### config.mk
export PLATFORM = sky130hd
export DESIGN_NAME = morse_sequencer_flat
export DESIGN_NICKNAME = d
export VERILOG_FILES = /design/src/rtl/morse_sequencer_pkg.sv /design/src/rtl/morse_sequencer_if.sv /design/src/rtl/morse_sequencer_tick.sv /design/src/rtl/morse_sequencer.sv /design/src/flat_wrapper.sv
export SDC_FILE = /design/constraint.sdc
export NUM_CORES = 1
export LEC_CHECK = 0
export ABC_AREA = 1
export ABC_CLOCK_PERIOD_IN_PS = 4700
export CAP_MARGIN = 10
export CORE_AREA = 2 2 65 79
export DETAILED_ROUTE_END_ITERATION = 6
export DIE_AREA = 0 0 67 81
export GPL_TIMING_DRIVEN = 0
export PLACE_DENSITY = 0.8
export SLEW_MARGIN = 40
export SYNTH_ARGS = -nofsm -noshare
export SYNTH_HDL_FRONTEND = slang
export SYNTH_SLANG_ARGS = --single-unit
### constraint.sdc
create_clock -name clk -period 4.7 [get_ports clk]
set_clock_uncertainty 0.15 [all_clocks]
set_input_delay 0.705 -clock clk [delete_from_list [all_inputs] [get_ports clk]]
set_output_delay 0.705 -clock clk [all_outputs]
set_load 0.02 [all_outputs]
### src/rtl/morse_sequencer_pkg.sv
// Shared types and constants for the Morse character sequencer.
package morse_sequencer_pkg;

    typedef enum logic [2:0] {
        S_IDLE  = 3'd0,
        S_MARK  = 3'd1,
        S_SPACE = 3'd2,
        S_TAIL  = 3'd3,
        S_FIN   = 3'd4
    } state_t;

    localparam logic [1:0] PAIR_DOT  = 2'b10;
    localparam logic [1:0] PAIR_DASH = 2'b11;
    localparam int         SLOTS     = 5;
    localparam logic [2:0] LAST_SLOT = 3'(SLOTS - 1);

    // A pair with its upper bit clear terminates the character.
    function automatic logic pair_valid(input logic [1:0] p);
        return p[1];
    endfunction

endpackage

### src/rtl/morse_sequencer_if.sv
// Character-source side of the sequencer: request, character and the timed key outputs.
interface morse_sequencer_if;
    logic       start;
    logic       abort;
    logic [9:0] code;
    logic       busy;
    logic       done;
    logic       led;
    logic       short;
    logic       long;
    logic [2:0] sym_idx;

    modport master (output start, abort, code,
                    input  busy, done, led, short, long, sym_idx);
    modport slave  (input  start, abort, code,
                    output busy, done, led, short, long, sym_idx);
endinterface

### src/rtl/morse_sequencer_tick.sv
// Unit-time prescaler: one-cycle tick every TICK_DIV clocks, realigned by clr.
module morse_tick_gen #(
    parameter int TICK_DIV = 25000000
) (
    input  logic clk,
    input  logic reset,
    input  logic clr,
    output logic tick
);
    localparam int CW = (TICK_DIV > 1) ? $clog2(TICK_DIV) : 1;

    logic [CW-1:0] count;

    assign tick = (count == CW'(TICK_DIV - 1));

    always_ff @(posedge clk or negedge reset) begin
        if (!reset)            count <= '0;
        else if (clr || tick)  count <= '0;
        else                   count <= count + CW'(1);
    end
endmodule

### src/rtl/morse_sequencer.sv
// Plays one latched 5-slot Morse character as timed marks/spaces with a trailing gap.
module morse_sequencer
    import morse_sequencer_pkg::*;
#(
    parameter int TICK_DIV   = 25000000,
    parameter int DASH_UNITS = 3,
    parameter int GAP_UNITS  = 3
) (
    input  logic              clk,
    input  logic              reset,
    morse_sequencer_if.slave  bus
);
    localparam int UMAX = (DASH_UNITS > GAP_UNITS) ? DASH_UNITS : GAP_UNITS;
    localparam int UW   = $clog2(UMAX + 1);
    localparam logic [UW-1:0] U_ONE  = UW'(1);
    localparam logic [UW-1:0] U_DASH = UW'(DASH_UNITS);
    localparam logic [UW-1:0] U_GAP  = UW'(GAP_UNITS);

    state_t        state, state_n;
    logic [9:0]    code_q, code_n;
    logic [UW-1:0] units, units_n;
    logic [2:0]    idx, idx_n;
    logic          busy_q, busy_n, done_q, done_n;
    logic          led_q, led_n, short_q, short_n, long_q, long_n;
    logic          clr, tick;

    morse_tick_gen #(.TICK_DIV(TICK_DIV)) u_tick (
        .clk   (clk),
        .reset (reset),
        .clr   (clr),
        .tick  (tick)
    );

    function automatic logic [UW-1:0] mark_len(input logic [1:0] p);
        return (p == PAIR_DASH) ? U_DASH : U_ONE;
    endfunction

    always_ff @(posedge clk or negedge reset) begin
        if (!reset) begin
            state   <= S_IDLE;
            code_q  <= '0;
            units   <= '0;
            idx     <= '0;
            busy_q  <= 1'b0;
            done_q  <= 1'b0;
            led_q   <= 1'b0;
            short_q <= 1'b0;
            long_q  <= 1'b0;
        end else begin
            state   <= state_n;
            code_q  <= code_n;
            units   <= units_n;
            idx     <= idx_n;
            busy_q  <= busy_n;
            done_q  <= done_n;
            led_q   <= led_n;
            short_q <= short_n;
            long_q  <= long_n;
        end
    end

    always_comb begin
        state_n = state;
        code_n  = code_q;
        units_n = units;
        idx_n   = idx;
        busy_n  = busy_q;
        done_n  = 1'b0;
        led_n   = led_q;
        short_n = short_q;
        long_n  = long_q;
        clr     = 1'b0;
        if (bus.abort && busy_q) begin
            state_n = S_IDLE;
            busy_n  = 1'b0;
            led_n   = 1'b0;
            short_n = 1'b0;
            long_n  = 1'b0;
            idx_n   = '0;
        end else if (bus.start && !busy_q && !bus.abort) begin
            clr     = 1'b1;
            code_n  = bus.code;
            idx_n   = '0;
            busy_n  = 1'b1;
            led_n   = pair_valid(bus.code[9:8]);
            short_n = (bus.code[9:8] == PAIR_DOT);
            long_n  = (bus.code[9:8] == PAIR_DASH);
            units_n = mark_len(bus.code[9:8]);
            state_n = pair_valid(bus.code[9:8]) ? S_MARK : S_FIN;
        end else begin
            case (state)
                S_MARK: if (tick) begin
                    if (units == U_ONE) begin
                        led_n   = 1'b0;
                        short_n = 1'b0;
                        long_n  = 1'b0;
                        if (pair_valid(code_q[7:6]) && idx < LAST_SLOT) begin
                            state_n = S_SPACE;
                        end else begin
                            state_n = S_TAIL;
                            units_n = U_GAP;
                        end
                    end else begin
                        units_n = units - U_ONE;
                    end
                end
                S_SPACE: if (tick) begin
                    state_n = S_MARK;
                    code_n  = {code_q[7:0], 2'b00};
                    idx_n   = idx + 3'd1;
                    led_n   = 1'b1;
                    short_n = (code_q[7:6] == PAIR_DOT);
                    long_n  = (code_q[7:6] == PAIR_DASH);
                    units_n = mark_len(code_q[7:6]);
                end
                S_TAIL: if (tick) begin
                    if (units == U_ONE) begin
                        state_n = S_FIN;
                        busy_n  = 1'b0;
                        done_n  = 1'b1;
                        idx_n   = '0;
                    end else begin
                        units_n = units - U_ONE;
                    end
                end
                S_FIN: begin
                    // Reached either from the tail (done already pulsed) or from an empty character.
                    state_n = S_IDLE;
                    busy_n  = 1'b0;
                    done_n  = !done_q;
                    idx_n   = '0;
                end
                default: state_n = S_IDLE;
            endcase
        end
    end

    assign bus.busy    = busy_q;
    assign bus.done    = done_q;
    assign bus.led     = led_q;
    assign bus.short   = short_q;
    assign bus.long    = long_q;
    assign bus.sym_idx = idx;
endmodule

### src/flat_wrapper.sv
// flat-port wrapper written by rule: the top's interface ports become plain ports
module morse_sequencer_flat import morse_sequencer_pkg::*;
#(
    parameter int TICK_DIV   = 25000000,
    parameter int DASH_UNITS = 3,
    parameter int GAP_UNITS  = 3
)
  (clk, reset, bus_start, bus_abort, bus_code, bus_busy, bus_done, bus_led, bus_short, bus_long, bus_sym_idx);
  morse_sequencer_if bus_i ();
  input  logic clk;
  input  logic reset;
  input wire logic [$bits(bus_i.start)-1:0] bus_start;
  input wire logic [$bits(bus_i.abort)-1:0] bus_abort;
  input wire logic [$bits(bus_i.code)-1:0] bus_code;
  output wire logic [$bits(bus_i.busy)-1:0] bus_busy;
  output wire logic [$bits(bus_i.done)-1:0] bus_done;
  output wire logic [$bits(bus_i.led)-1:0] bus_led;
  output wire logic [$bits(bus_i.short)-1:0] bus_short;
  output wire logic [$bits(bus_i.long)-1:0] bus_long;
  output wire logic [$bits(bus_i.sym_idx)-1:0] bus_sym_idx;
  assign bus_i.start = bus_start;
  assign bus_i.abort = bus_abort;
  assign bus_i.code = bus_code;
  assign bus_busy = bus_i.busy;
  assign bus_done = bus_i.done;
  assign bus_led = bus_i.led;
  assign bus_short = bus_i.short;
  assign bus_long = bus_i.long;
  assign bus_sym_idx = bus_i.sym_idx;
  morse_sequencer #(.TICK_DIV(TICK_DIV), .DASH_UNITS(DASH_UNITS), .GAP_UNITS(GAP_UNITS)) u_core (.clk(clk), .reset(reset), .bus(bus_i));
endmodule
Word level (Yosys, flattened, before mapping)
Cells that the tools add are included.
{"block": "totals", "word_cells": 109, "output_inout_bits": 8, "in_bits": 14, "reg_bits": 46}
{"block": "classes", "n_eq_ne": 20, "n_bitwise": 1, "n_addsub": 3, "order_cmp": 1, "reduce_logical": 20, "mux": 54}
{"operator": "3-bit 2-to-1 mux", "count": 13}
{"operator": "25-bit by 1-bit adder with 25-bit output, second input constant", "count": 1}
{"operator": "25-bit equality test, second input constant", "count": 1}
{"operator": "25-bit 2-to-1 mux", "count": 1}
{"operator": "8-bit 2-to-1 mux", "count": 3}
{"operator": "1-bit 2-to-1 mux", "count": 20}
{"operator": "2-bit 2-to-1 mux", "count": 9}
{"operator": "3-bit one-hot mux with 3 select lines", "count": 2}
{"operator": "3-bit by 2-bit != test with 1-bit output, second input constant", "count": 4}
{"operator": "4-bit by 2-bit != test with 1-bit output, second input constant", "count": 3}
{"operator": "4-bit nonzero test", "count": 3}
{"operator": "1-bit one-hot mux with 2 select lines", "count": 5}
{"operator": "2-bit equality test, second input constant", "count": 4}
{"operator": "4-bit by 1-bit != test with 1-bit output, second input constant", "count": 2}
{"operator": "4-bit AND reduction", "count": 2}
{"operator": "7-bit AND reduction", "count": 1}
{"operator": "3-bit by 2-bit equality test with 1-bit output, second input constant", "count": 2}
{"operator": "2-bit one-hot mux with 3 select lines", "count": 1}
{"operator": "3-bit AND reduction", "count": 2}
{"operator": "5-bit AND reduction", "count": 1}
{"operator": "5-bit nonzero test", "count": 1}
{"operator": "1-bit logical AND", "count": 4}
{"operator": "4-bit by 3-bit != test with 1-bit output, second input constant", "count": 1}
{"operator": "2-bit nonzero test", "count": 2}
{"operator": "9 further kinds", "count": 11}

Logic depth before layout (Yosys ltp)
Gate-level depths: netlist (run 1).
{"block": "depth", "depth_word": 8, "depth_mapped": 11, "ltp_nobuf": 10}

Cells and area by module
A second synthesis (run 1) with hierarchy kept.
{"block": "hier_totals", "hier_cells": 413, "hier_area_um2": 2911.5}
{"mod": "morse_tick_gen", "cells_each": 222, "n_inst": 1, "seq_area_each_um2": 625.6, "area_per_inst_um2": 1505.2}
{"mod": "morse_sequencer", "cells_each": 191, "n_inst": 1, "seq_area_each_um2": 525.5, "area_per_inst_um2": 1406.3}

Least setup slack after synthesis (run 1)
Ideal clock, no wire load.
{"block": "synth_path", "path_type": "in2reg", "start": "input port bus_abort", "end": "register u_core.led_q, in the netlist u_core.bus.led", "path_stages": 10, "setup_ns": 0.127, "slack_ns": 2.867, "t_required_ns": 4.423, "t_arrival_ns": 1.557, "path_buffers": 1, "cell_sequence": "nor2_1 > nand2_1 > buf_4 > nand2_1 > nor2_1 > inv_1 > nor2_1 > nor2_1 > nand2_1 > o21ai_0"}
{"block": "synth_between", "elab_chain_len": 4, "elab_cells_between_ends": 10, "classes_between": "eq/ne (3); mux (2); reduce/logical (5)"}
{"element": "start: declaration", "line": "flat_wrapper.sv:13", "text": "input wire logic [$bits(bus_i.abort)-1:0] bus_abort;"}
{"element": "1-bit logical NOT", "line": "morse_sequencer.sv:80", "text": "end else if (bus.start && !busy_q && !bus.abort) begin"}
{"element": "1-bit logical AND", "line": "morse_sequencer.sv:80"}
{"element": "4-bit by 1-bit != test with 1-bit output (no source line) (tied with other cells)"}
{"element": "4-bit AND reduction (no source line) / 1-bit 2-to-1 mux (equally long branches)"}
{"element": "end signal: assignment", "line": "morse_sequencer.sv:56", "text": "led_q <= led_n;"}
{"element": "end: declaration", "line": "morse_sequencer.sv:24", "text": "logic led_q, led_n, short_q, short_n, long_q, long_n;"}
Several ways; a longest one is shown, not always the timed one.
A chain may end at the register's enable or synchronous reset.

Worst setup path in the final report (run 1)
{"block": "layout_path", "start": "input port bus_abort", "end": "register u_core.u_tick.count[15]"}
{"block": "layout_between", "elab_chain_len": 6, "elab_cells_between_ends": 7, "classes_between": "mux (3); reduce/logical (4)"}
{"element": "1-bit logical NOT", "line": "morse_sequencer.sv:80"}
{"element": "1-bit logical AND", "line": "morse_sequencer.sv:80"}
{"element": "1-bit 2-to-1 mux", "line": "morse_sequencer.sv:80"}
{"element": "1-bit 2-to-1 mux (*)", "line": "morse_sequencer.sv:73", "text": "if (bus.abort && busy_q) begin"}
{"element": "1-bit logical OR (*)", "line": "morse_sequencer_tick.sv:18", "text": "else if (clr || tick) count <= '0;"}
{"element": "25-bit 2-to-1 mux (*)", "line": "morse_sequencer_tick.sv:18"}
{"element": "end signal: assignment", "line": "morse_sequencer_tick.sv:19", "text": "else count <= count + CW'(1);"}
{"element": "end: declaration", "line": "morse_sequencer_tick.sv:12", "text": "logic [CW-1:0] count;"}
Every way passes the cells marked *; elsewhere a longest branch is shown, timed or not.

==> impl_metrics.ini, run 1 <==
[synthesis]
synthesis.nets = 384
synth.top_cells.by_area = sky130_fd_sc_hd__dfrtp_1 42%, sky130_fd_sc_hd__nand2_1 13%, sky130_fd_sc_hd__nor2_1 8.2%, sky130_fd_sc_hd__inv_1 4.7%, sky130_fd_sc_hd__nand3_1 4.2%
post-synth-top-area-fraction_pct = 42.05
yosys_warnings = 0
yosys.cell_types.count = 33
synth-seq-cells = 46
syn_area_um2 = 2738
number_of_enable_flip_flop_cells_after_synthesis = 0
yosys_most_used_dff = sky130_fd_sc_hd__dfrtp_1
ys_async_sr_fraction_pct = 100.0
postSynthAreaPerCell_um2 = 7.500
yosys.area.top_type = sky130_fd_sc_hd__dfrtp_1
share_of_synthesized_area_occupied_by_flip_flops_and_latches_pct = 42.05
netlist_instances = 365

[sta]
report.final.slew_viol_count = 0
setup_viol = 0
hold_viol = 0
max_freq_mhz = 444.9
worst_max_slew_pin_slew_ns = 0.4438
rsz_0062_raised_after_global_routing = no
relative_slew_slack_pct = 70.18
layout_worst_path_cycle_share_pct = 47.83
finalCriticalPeriod_ns = 2.248
fin_ws_ns = 2.452
fin_setup_tns_ns = 0

[critical_path]
path_class = input pin to flip-flop
critical_path.slowest_cell = sky130_fd_sc_hd__clkdlybuf4s50_1
worstPathMaxFanout = 10
required_time_at_the_worst_slack_endpoint_ns = 4.78
critPathMaxStageDelay_ns = 0.47
timing.critical_path.cells = clkdlybuf4s50_1 > nor2_1 > nand2_1 > clkinv_1 > a21oi_2 > o21ai_1 > a21oi_1
timing.critical_path.from_type = input pin
setup.reg_to_reg.worst_slack_ns = 2.62
ff2ff_path_depth = 11
critical_path.endpoint_type = flip-flop
cp_data_arrival_time_ns = 2.32

[placed_design]
place.gp.congestion = 1.017
pre_cts_ws_ns = 2.143
placed_cells = 447
place_hpwl_um = 4621
portBuffers = 21

[run]
max-cap-violations = 0

[clocking]
cts.hold.buffers_added = 0
post_cts_resized = 0
post_cts_setup_buffer_count = 0
cts_tree = done
ctsLongestPathBuffers = 2
cts_sinks = 46
worst_setup_hold_path_clk_slew_ns = 0.09
clk_latency_ns = 0.30
cts_inserted_buffers = 5
h-tree-depth = 2
cts.root.buffer_cell = sky130_fd_sc_hd__clkbuf_8

[global_route]
global_route.overflow_total = 0
grt_usage_pct = 24.50
number_of_antenna_violations_at_the_first_check_in_global_routing = 0
maximum_number_of_pins_on_one_net_before_global_route_repair = 29
grt_pass1_vias = 2339
wire_length_of_the_first_global_routing_pass_um = 10070

[floorplanning]
fp.dieW_um = 67
ios = 22
core_um2 = 4765
placementRows = 28
die_h_um = 81
floorplan.die_area_um2 = 5427
initial_core_util_pct = 57.46

[layout]
share_of_cells_above_drive_strength_1_pct = 9.620
final_net_count = 413
layout_commonest_cell = sky130_fd_sc_hd__nand2_1
area_delta_synth_final_pct = 14.40
mostFrequentLayoutCells = 95 x sky130_fd_sc_hd__nand2_1, 60 x sky130_fd_sc_hd__nor2_1, 46 x sky130_fd_sc_hd__dfrtp_1
fillCellCount = 432
postLayoutCoreUtil_pct = 65.73
finalNonFillerCells = 455
antenna_diode_count = 0
reg_area_um2 = 1151
multiInputGateArea_um2 = 1414

[routing]
routed-wl-met2_um = 3179
firstDrtPassIters = 4
detailroute.via_count = 2424
route.final.wire_length_um = 6030
drc = 0
remaining_antenna_violation_count = 0
top_layer_used = met4
wirelength_met1_um = 2526
detailroute.wirelength.met3_um = 192
detailedRoute.firstIterationViolations = 128
routed_wirelength_normalized_by_instance_count_um = 13.25
post_drt_via_cell_ratio = 5.327

[run_status]
run_status = complete, no violations

[power]
design_power_total_w = 0.001344
power_leakage_nw = 1.471
power_density_nw_per_um2 = 429.2
max-vdd-ir-drop_mv = 0.3348

[min_path]
path_type_of_the_worst_min_delay_path = input pin to async pin
layout make-up:
class | instances | area share, %
Buffer | 5 | 1.079
Clock inverter | 1 | 0.1598
Timing Repair Buffer | 22 | 7.271
Sequential cell | 46 | 36.76
Tap cell | 60 | 2.397
Multi-Input combinational cell | 277 | 45.15
Inverter | 37 | 4.435
Clock buffer | 7 | 2.757
worst max-delay path: cells and delay by family:
family,cells,cell delay [ns]
buf+inv,2,0.72
simple gates,2,0.12
compound gates,3,0.77
cells in the mapped netlist (2+ instances only):
cell / count
sky130_fd_sc_hd__o21ai_0: 9
sky130_fd_sc_hd__nor2_1: 60
sky130_fd_sc_hd__o211ai_1: 2
sky130_fd_sc_hd__o21ai_2: 6
sky130_fd_sc_hd__xor2_1: 7
sky130_fd_sc_hd__nor3_1: 10
sky130_fd_sc_hd__inv_1: 34
sky130_fd_sc_hd__nand2_2: 5
sky130_fd_sc_hd__buf_2: 3
sky130_fd_sc_hd__o21ai_1: 3
sky130_fd_sc_hd__nand2_1: 95
sky130_fd_sc_hd__dfrtp_1: 46
sky130_fd_sc_hd__nand2_4: 2
sky130_fd_sc_hd__xnor2_1: 2
sky130_fd_sc_hd__a21oi_1: 12
sky130_fd_sc_hd__nand3b_1: 3
sky130_fd_sc_hd__inv_2: 2
sky130_fd_sc_hd__nand4_1: 15
sky130_fd_sc_hd__nor2_2: 2
sky130_fd_sc_hd__nor2_4: 3
sky130_fd_sc_hd__mux2i_1: 6
sky130_fd_sc_hd__ha_1: 5
sky130_fd_sc_hd__nand3_1: 23
flip-flops by register name, indices dropped and copies added, names as in the netlist:
name,cells
u_core.bus.busy,1
u_core.units,2
u_core.state,3
u_core.code_q,8
u_core.bus.done,1
u_core.bus.sym_idx,3
u_core.bus.led,1
u_core.u_tick.count,25
u_core.bus.short,1
u_core.bus.long,1
where the power goes:
group          total, W  switching [W]  internal (W)
combinational  0.000524       0.000313      0.000211
clock          0.000248       0.000129      0.000119
sequential     0.000572      0.0000860      0.000486
kinds of logic after synthesis:
family	after synthesis	share of synthesized area, %
AOI/OAI and AO/OA	34	7.404
xor gates and xnor gates	9	2.880
adders and majority gates	5	2.285
buffers and inverters	42	6.307
DFF	46	42.05
muxes	6	2.194
and+or+nand+nor	223	36.88
metal layers:
metal	GRT usage (%)	vias up
met4	10.00	0
met3	4.294	13
met1	27.65	1126
li1	-	1239
met2	44.85	46
met5	0	-
through the flow:
stage                     instance area (um2)  hold slack, ns
after floorplan                          2738          0.2594
after global placement                   3023          0.3038
after detailed placement                 3040          0.3179
after CTS                                3132          0.1197
after global routing                     3132          0.1105
final                                    3132          0.1143
worst paths after layout:
| kind | start | to |
|---|---|---|
| worst min-delay path | reset | u_core.u_tick.count[19]$_DFF_PN0_ |
| min in group clk | u_core.code_q[0]$_DFFE_PN0P_ | u_core.code_q[0]$_DFFE_PN0P_ |
| worst max-delay path | bus_abort | u_core.u_tick.count[15]$_DFF_PN0_ |
| worst min register to register | u_core.code_q[0]$_DFFE_PN0P_ | u_core.code_q[0]$_DFFE_PN0P_ |
| worst max register to register | u_core.u_tick.count[0]$_DFF_PN0_ | u_core.code_q[6]$_DFFE_PN0P_ |
| max in group asynchronous | reset | u_core.u_tick.count[24]$_DFF_PN0_ |
No activity file was read; power rests on OpenSTA's default activity.
==> run 2, diff against run 1 <==
ABC_CLOCK_PERIOD_IN_PS = 2020   (was 4700)
CORE_AREA = 2 2 70 85   (was 2 2 65 79)
DIE_AREA = 0 0 72 87   (was 0 0 67 81)
PLACE_DENSITY = 0.73   (was 0.8)
clock period = 2.02 ns   (was 4.7 ns; I/O delays follow)
==> run 2 against run 1 <==
Compared with the run above: clock-buffer cell count rose by 1; hold slack improved by 0.12 ns; clock power rose to 2.7 times the previous value; via count rose by 4.1%; critical path type is now flip-flop to flip-flop; highest routed layer unchanged.
==> impl_metrics.ini, run 2 (synthesis results as in run 1) <==
[layout]
antenna_diode_count = 0
area_delta_synth_final_pct = 20.38
regMostFlops = u_core.u_tick.count
share_of_cells_above_drive_strength_1_pct = 13.58
final_net_count = 423
largest_register_ffs = 25
finalNonFillerCells = 469
layout_commonest_cell = sky130_fd_sc_hd__nand2_1
mostFrequentLayoutCells = 94 x sky130_fd_sc_hd__nand2_1, 59 x sky130_fd_sc_hd__nor2_1, 44 x sky130_fd_sc_hd__dfrtp_1
largest_registers = u_core.u_tick.count (25), u_core.code_q (8)

[clocking]
cts_sinks = 46
cts_tree = done
h-tree-depth = 2
clk_latency_ns = 0.30
worst_setup_hold_path_clk_slew_ns = 0.09
cts_inserted_buffers = 5
ctsLongestPathBuffers = 2
cts.root.buffer_cell = sky130_fd_sc_hd__clkbuf_8

[floorplanning]
die_h_um = 87
placementRows = 30
fp.dieW_um = 72
core_um2 = 5518
ios = 22
floorplan.die_area_um2 = 6264
initial_core_util_pct = 49.61

[sta]
max_freq_mhz = 521.1
report.final.slew_viol_count = 0
relative_slew_slack_pct = 70.09
layout_worst_path_cycle_share_pct = 95.00
worst_max_slew_pin_slew_ns = 0.4452
setup_viol = 0
fin_ws_ns = 0.1009
timing.hold.ws_ns = 0.2346
finalCriticalPeriod_ns = 1.919
hold_viol = 0

[min_path]
path_type_of_the_worst_min_delay_path = input pin to async pin

[placed_design]
portBuffers = 21
pre_cts_ws_ns = -0.1914
placed_cells = 451
place_hpwl_um = 4607
place.gp.congestion = 0.9580

[global_route]
wire_length_of_the_first_global_routing_pass_um = 10740
grt_pass1_vias = 2421
number_of_antenna_violations_at_the_first_check_in_global_routing = 0
maximum_number_of_pins_on_one_net_before_global_route_repair = 32
grt_usage_pct = 21.82
global_route.overflow_total = 0

[routing]
firstDrtPassIters = 4
remaining_antenna_violation_count = 0
drc = 0
post_drt_via_cell_ratio = 5.382
route.final.wire_length_um = 6385
detailroute.via_count = 2524
routed_wirelength_normalized_by_instance_count_um = 13.61
detailedRoute.firstIterationViolations = 142

[run_status]
run_status = complete, no violations

[critical_path]
r2r-end = u_core.code_q[7]$_DFFE_PN0P_
worstPathMaxFanout = 6
critical_path.endpoint_type = flip-flop
crit-reg2reg-launch = u_core.u_tick.count[1]$_DFF_PN0_
ff2ff_path_depth = 10
critPathBufInv = 1
timing.critical_path.from_type = flip-flop
critical_path.slowest_cell = sky130_fd_sc_hd__dfrtp_1
timing.critical_path.cells = ha_4 > nand2_2 > nor2_4 > nand2_2 > nor2_4 > nand2_4 > nand2_4 > nand3_4 > clkbuf_16 > o21ai_2
cpLargestDelayFamily = simple AND/OR/NAND/NOR gates
critPathMaxStageDelay_ns = 0.42
path_class = flip-flop to flip-flop
required_time_at_the_worst_slack_endpoint_ns = 2.10
setup.reg_to_reg.worst_slack_ns = 0.10
cp_data_arrival_time_ns = 2.00

[power]
combinational_power_share_pct = 39.8
switching_share_pct = 38.85
share_clk_of_total_power_pct = 19.9
design_power_total_w = 0.003311
switchingPower_w = 0.001286
power_density_nw_per_um2 = 1005
power_leakage_nw = 1.538
max-vdd-ir-drop_mv = 0.5593
share_seq_of_total_power_pct = 40.2
power.internal_w = 0.002025

[run]
max-cap-violations = 0
## run 2: cell count changes in the layout (fill, tap and decap cells not counted), moves of 2 or more
cell	delta
sky130_fd_sc_hd__dfrtp_1	-2
sky130_fd_sc_hd__dfrtp_2	+2
sky130_fd_sc_hd__clkbuf_8	+2
sky130_fd_sc_hd__buf_4	+8
## run 2: worst max-delay path by stage
stage,depth (start not counted),slack [ns],to,from
finish,10,0.10,u_core.code_q[7]$_DFFE_PN0P_,u_core.u_tick.count[1]$_DFF_PN0_
global route,11,-0.003,u_core.code_q[6]$_DFFE_PN0P_,u_core.u_tick.count[1]$_DFF_PN0_
CTS,11,0.03,u_core.code_q[5]$_DFFE_PN0P_,u_core.u_tick.count[1]$_DFF_PN0_
detailed placement,7,-0.19,u_core.u_tick.count[15]$_DFF_PN0_,bus_abort
global placement,1,-0.80,u_core.bus.sym_idx[1]$_DFFE_PN0P_,reset
floorplan,11,0.22,u_core.code_q[6]$_DFFE_PN0P_,u_core.u_tick.count[0]$_DFF_PN0_
## run 2: routing by layer
layer / vias up / GRT usage (%) / share of wire [%]
met3: 9 / 3.241 / 3.5
met4: 0 / 7.033 / 1.4
met1: 1201 / 25.20 / 41
met2: 53 / 40.91 / 54
li1: 1261 / - / -
met5: - / 0 / 0
## run 2: timing repair
action,CTS,global route
setup buffers,1,7
cloned,0,1
setup endpoints to repair,21,33
hold buffers,1,0
hold endpoints to repair,46,0
pin swaps,0,5
gates resized for setup,1,10
## run 2: area by class of cell
cell class	instances	area, um2
buffer	5	37.54
clock buffer	8	110.1
fill	496	2222
inverter	37	142.6
multi-input combinational	277	1449
sequential	46	1154
tap	64	80.08
timing repair buffer	32	322.8
## run 2: power groups by stage
| stage | registers [W] | clock network (W) | logic [W] |
|---|---|---|---|
| after floorplan | 0.00135 | 0 | 0.000846 |
| after global routing | 0.00135 | 0.000712 | 0.00149 |
| after detailed placement | 0.00134 | 0 | 0.00122 |
| final | 0.00133 | 0.000661 | 0.00132 |
| after global placement | 0.00133 | 0 | 0.00119 |
| after CTS | 0.00132 | 0.000678 | 0.00126 |
## run 2: worst reg2reg max path: cells and delay by family, from the launching register on
| kind | cells | cell delay, ns |
|---|---|---|
| simple gates | 7 | 0.81 |
| flops | 1 | 0.42 |
| compound gates | 1 | 0.11 |
| fa+ha+maj | 1 | 0.16 |
| buf+inv | 1 | 0.19 |
## run 2: per-stage QoR
stage	cell area, um2	util (%)	setup TNS, ns
CTS	3174	57.53	0
global placement	3028	54.88	-38.27
global route	3296	59.73	-0.004969
detailed placement	3045	55.19	-1.741
finish	3296	59.73	0
floorplan	2738	-	0
==> run 3, diff against run 2 <==
SLEW_MARGIN = unset   (was 40)
==> run 3 against run 2 <==
Compared with the run above: power fell by 4.1%; critical endpoint is now u_core.code_q[5]$_DFFE_PN0P_; combinational power barely moved; sequential share of layout area rose by 0.80 points; via count fell by 2.2%; highest routed layer unchanged; sequential cell count did not move; maximum frequency rose by 0.61%.
==> impl_metrics.ini, run 3 (synthesis results as in run 1) <==
[sta]
max_freq_mhz = 524.3
finalCriticalPeriod_ns = 1.907
setup_viol = 0
worst_max_slew_pin_slew_ns = 0.4349
timing.hold.ws_ns = 0.2853
layout_worst_path_cycle_share_pct = 94.43
relative_slew_slack_pct = 70.78
rsz_0062_raised_after_global_routing = yes
fin_setup_tns_ns = 0
report.final.slew_viol_count = 0
hold_viol = 0

[critical_path]
cp_data_arrival_time_ns = 1.94
critical_path.endpoint_type = flip-flop
ff2ff_path_depth = 11
timing.critical_path.from_type = flip-flop
path_common_cell = sky130_fd_sc_hd__nand2_2
critPathBufInv = 1
cpLargestDelayFamily = simple AND/OR/NAND/NOR gates
critical_path.slowest_cell = sky130_fd_sc_hd__dfrtp_1
required_time_at_the_worst_slack_endpoint_ns = 2.05
worstPathMaxFanout = 10
critPathMaxStageDelay_ns = 0.41
r2r-end = u_core.code_q[5]$_DFFE_PN0P_
crit-reg2reg-launch = u_core.u_tick.count[1]$_DFF_PN0_
setup.reg_to_reg.worst_slack_ns = 0.11
path_class = flip-flop to flip-flop
timing.critical_path.cells = ha_4 > nand2_2 > nor2_4 > nand2_2 > nor2_4 > nand2_4 > nand2_4 > nand3_4 > buf_6 > nand2_2 > o21ai_2

[run]
max-cap-violations = 0

[clocking]
cts_sinks = 46
worst_setup_hold_path_clk_slew_ns = 0.08
h-tree-depth = 2
cts_tree = done
cts_inserted_buffers = 5
cts.root.buffer_cell = sky130_fd_sc_hd__clkbuf_8
ctsLongestPathBuffers = 2
clk_latency_ns = 0.29

[global_route]
maximum_number_of_pins_on_one_net_before_global_route_repair = 34
global_route.overflow_total = 0
grt_usage_pct = 21.57
number_of_antenna_violations_at_the_first_check_in_global_routing = 0
wire_length_of_the_first_global_routing_pass_um = 10660
grt_pass1_vias = 2390

[placed_design]
place_hpwl_um = 4583
place.gp.congestion = 0.9580
portBuffers = 21

[layout]
largest_register_ffs = 25
share_of_cells_above_drive_strength_1_pct = 12.72
layout_commonest_cell = sky130_fd_sc_hd__nand2_1
mostFrequentLayoutCells = 94 x sky130_fd_sc_hd__nand2_1, 58 x sky130_fd_sc_hd__nor2_1, 44 x sky130_fd_sc_hd__dfrtp_1
regMostFlops = u_core.u_tick.count
antenna_diode_count = 0
final_net_count = 421
largest_registers = u_core.u_tick.count (25), u_core.code_q (8)
area_delta_synth_final_pct = 17.69
fillCellCount = 506

[power]
power_density_nw_per_um2 = 985.8
max-vdd-ir-drop_mv = 0.5967
power_leakage_nw = 1.500

[run_status]
run_status = complete, no violations

[floorplanning]
die_h_um = 87
fp.dieW_um = 72
ios = 22
initial_core_util_pct = 49.61
floorplan.die_area_um2 = 6264
placementRows = 30
core_um2 = 5518

[routing]
route.final.wire_length_um = 6171
drc = 0
detailedRoute.firstIterationViolations = 136
detailroute.via_count = 2468
routed_wirelength_normalized_by_instance_count_um = 13.27
firstDrtPassIters = 4
post_drt_via_cell_ratio = 5.308
remaining_antenna_violation_count = 0

[min_path]
path_type_of_the_worst_min_delay_path = input pin to async pin
[run 3: cell count changes in the layout (fill, tap and decap cells not counted), sizes merged]
cell / previous run / this run
buf: 15 / 14
clkbuf: 9 / 6
[run 3: cell type report]
| cell class | count | area [um2] | area share (%) |
|---|---|---|---|
| buffer | 5 | 33.78 | 1.049 |
| clock buffer | 6 | 82.58 | 2.563 |
| inverter | 37 | 142.6 | 4.427 |
| multi-input combinational | 277 | 1441 | 44.74 |
| sequential | 46 | 1154 | 35.81 |
| tap | 64 | 80.08 | 2.485 |
| timing repair buffer | 30 | 287.8 | 8.932 |
[run 3: worst max path at each step]
| stage | start | endpoint | slack [ns] | cells past startpoint |
|---|---|---|---|---|
| 2_1_floorplan | u_core.u_tick.count[0]$_DFF_PN0_ | u_core.code_q[6]$_DFFE_PN0P_ | 0.22 | 11 |
| 3_3_place_gp | reset | u_core.bus.sym_idx[1]$_DFFE_PN0P_ | -0.80 | 1 |
| 3_5_place_dp | bus_abort | u_core.u_tick.count[15]$_DFF_PN0_ | -0.18 | 7 |
| 4_1_cts | u_core.u_tick.count[1]$_DFF_PN0_ | u_core.code_q[6]$_DFFE_PN0P_ | 0.05 | 11 |
| 5_1_grt | u_core.u_tick.count[1]$_DFF_PN0_ | u_core.u_tick.count[16]$_DFF_PN0_ | -0.02 | 9 |
| 6_report | u_core.u_tick.count[1]$_DFF_PN0_ | u_core.code_q[5]$_DFFE_PN0P_ | 0.11 | 11 |
[run 3: repair_timing]
action | in CTS | in global routing
setup endpoints to repair | 21 | 21
endpoints found under the hold margin | 13 | 0
pin swaps | 0 | 4
gates resized for setup | 2 | 7
gates cloned | 0 | 0
hold buffers | 1 | 0
setup buffers | 1 | 6
[run 3: stage by stage]
stage          instance area (um2)  util (%)  std cells  worst slack (ns)  total power, W
2_1_floorplan                 2738         -        365            0.2167        0.002197
3_3_place_gp                  3028     54.88        450           -0.7984        0.002522
3_5_place_dp                  3043     55.15        451           -0.1814        0.002566
4_1_cts                       3147     57.03        459           0.04959        0.003156
5_1_grt                       3222     58.39        465          -0.01553        0.003441
6_report                      3222     58.39        465            0.1126        0.003176
[run 3: layer usage]
metal  global-route usage (%)  vias to the layer above  wire length (um)
met1                    25.65                     1148              2580
li1                         -                     1255                 -
met4                    6.861                        0               103
met3                    2.894                       10               207
met5                        0                        -                 0
met2                    39.90                       55              3279
[run 3: where the power goes]
part	internal, W	total [W]	switching (W)	leakage, nW
Combinational	0.000534	0.00129	0.000756	0.849
Sequential	0.00113	0.00133	0.000198	0.607
Clock	0.000264	0.000556	0.000292	0.0431
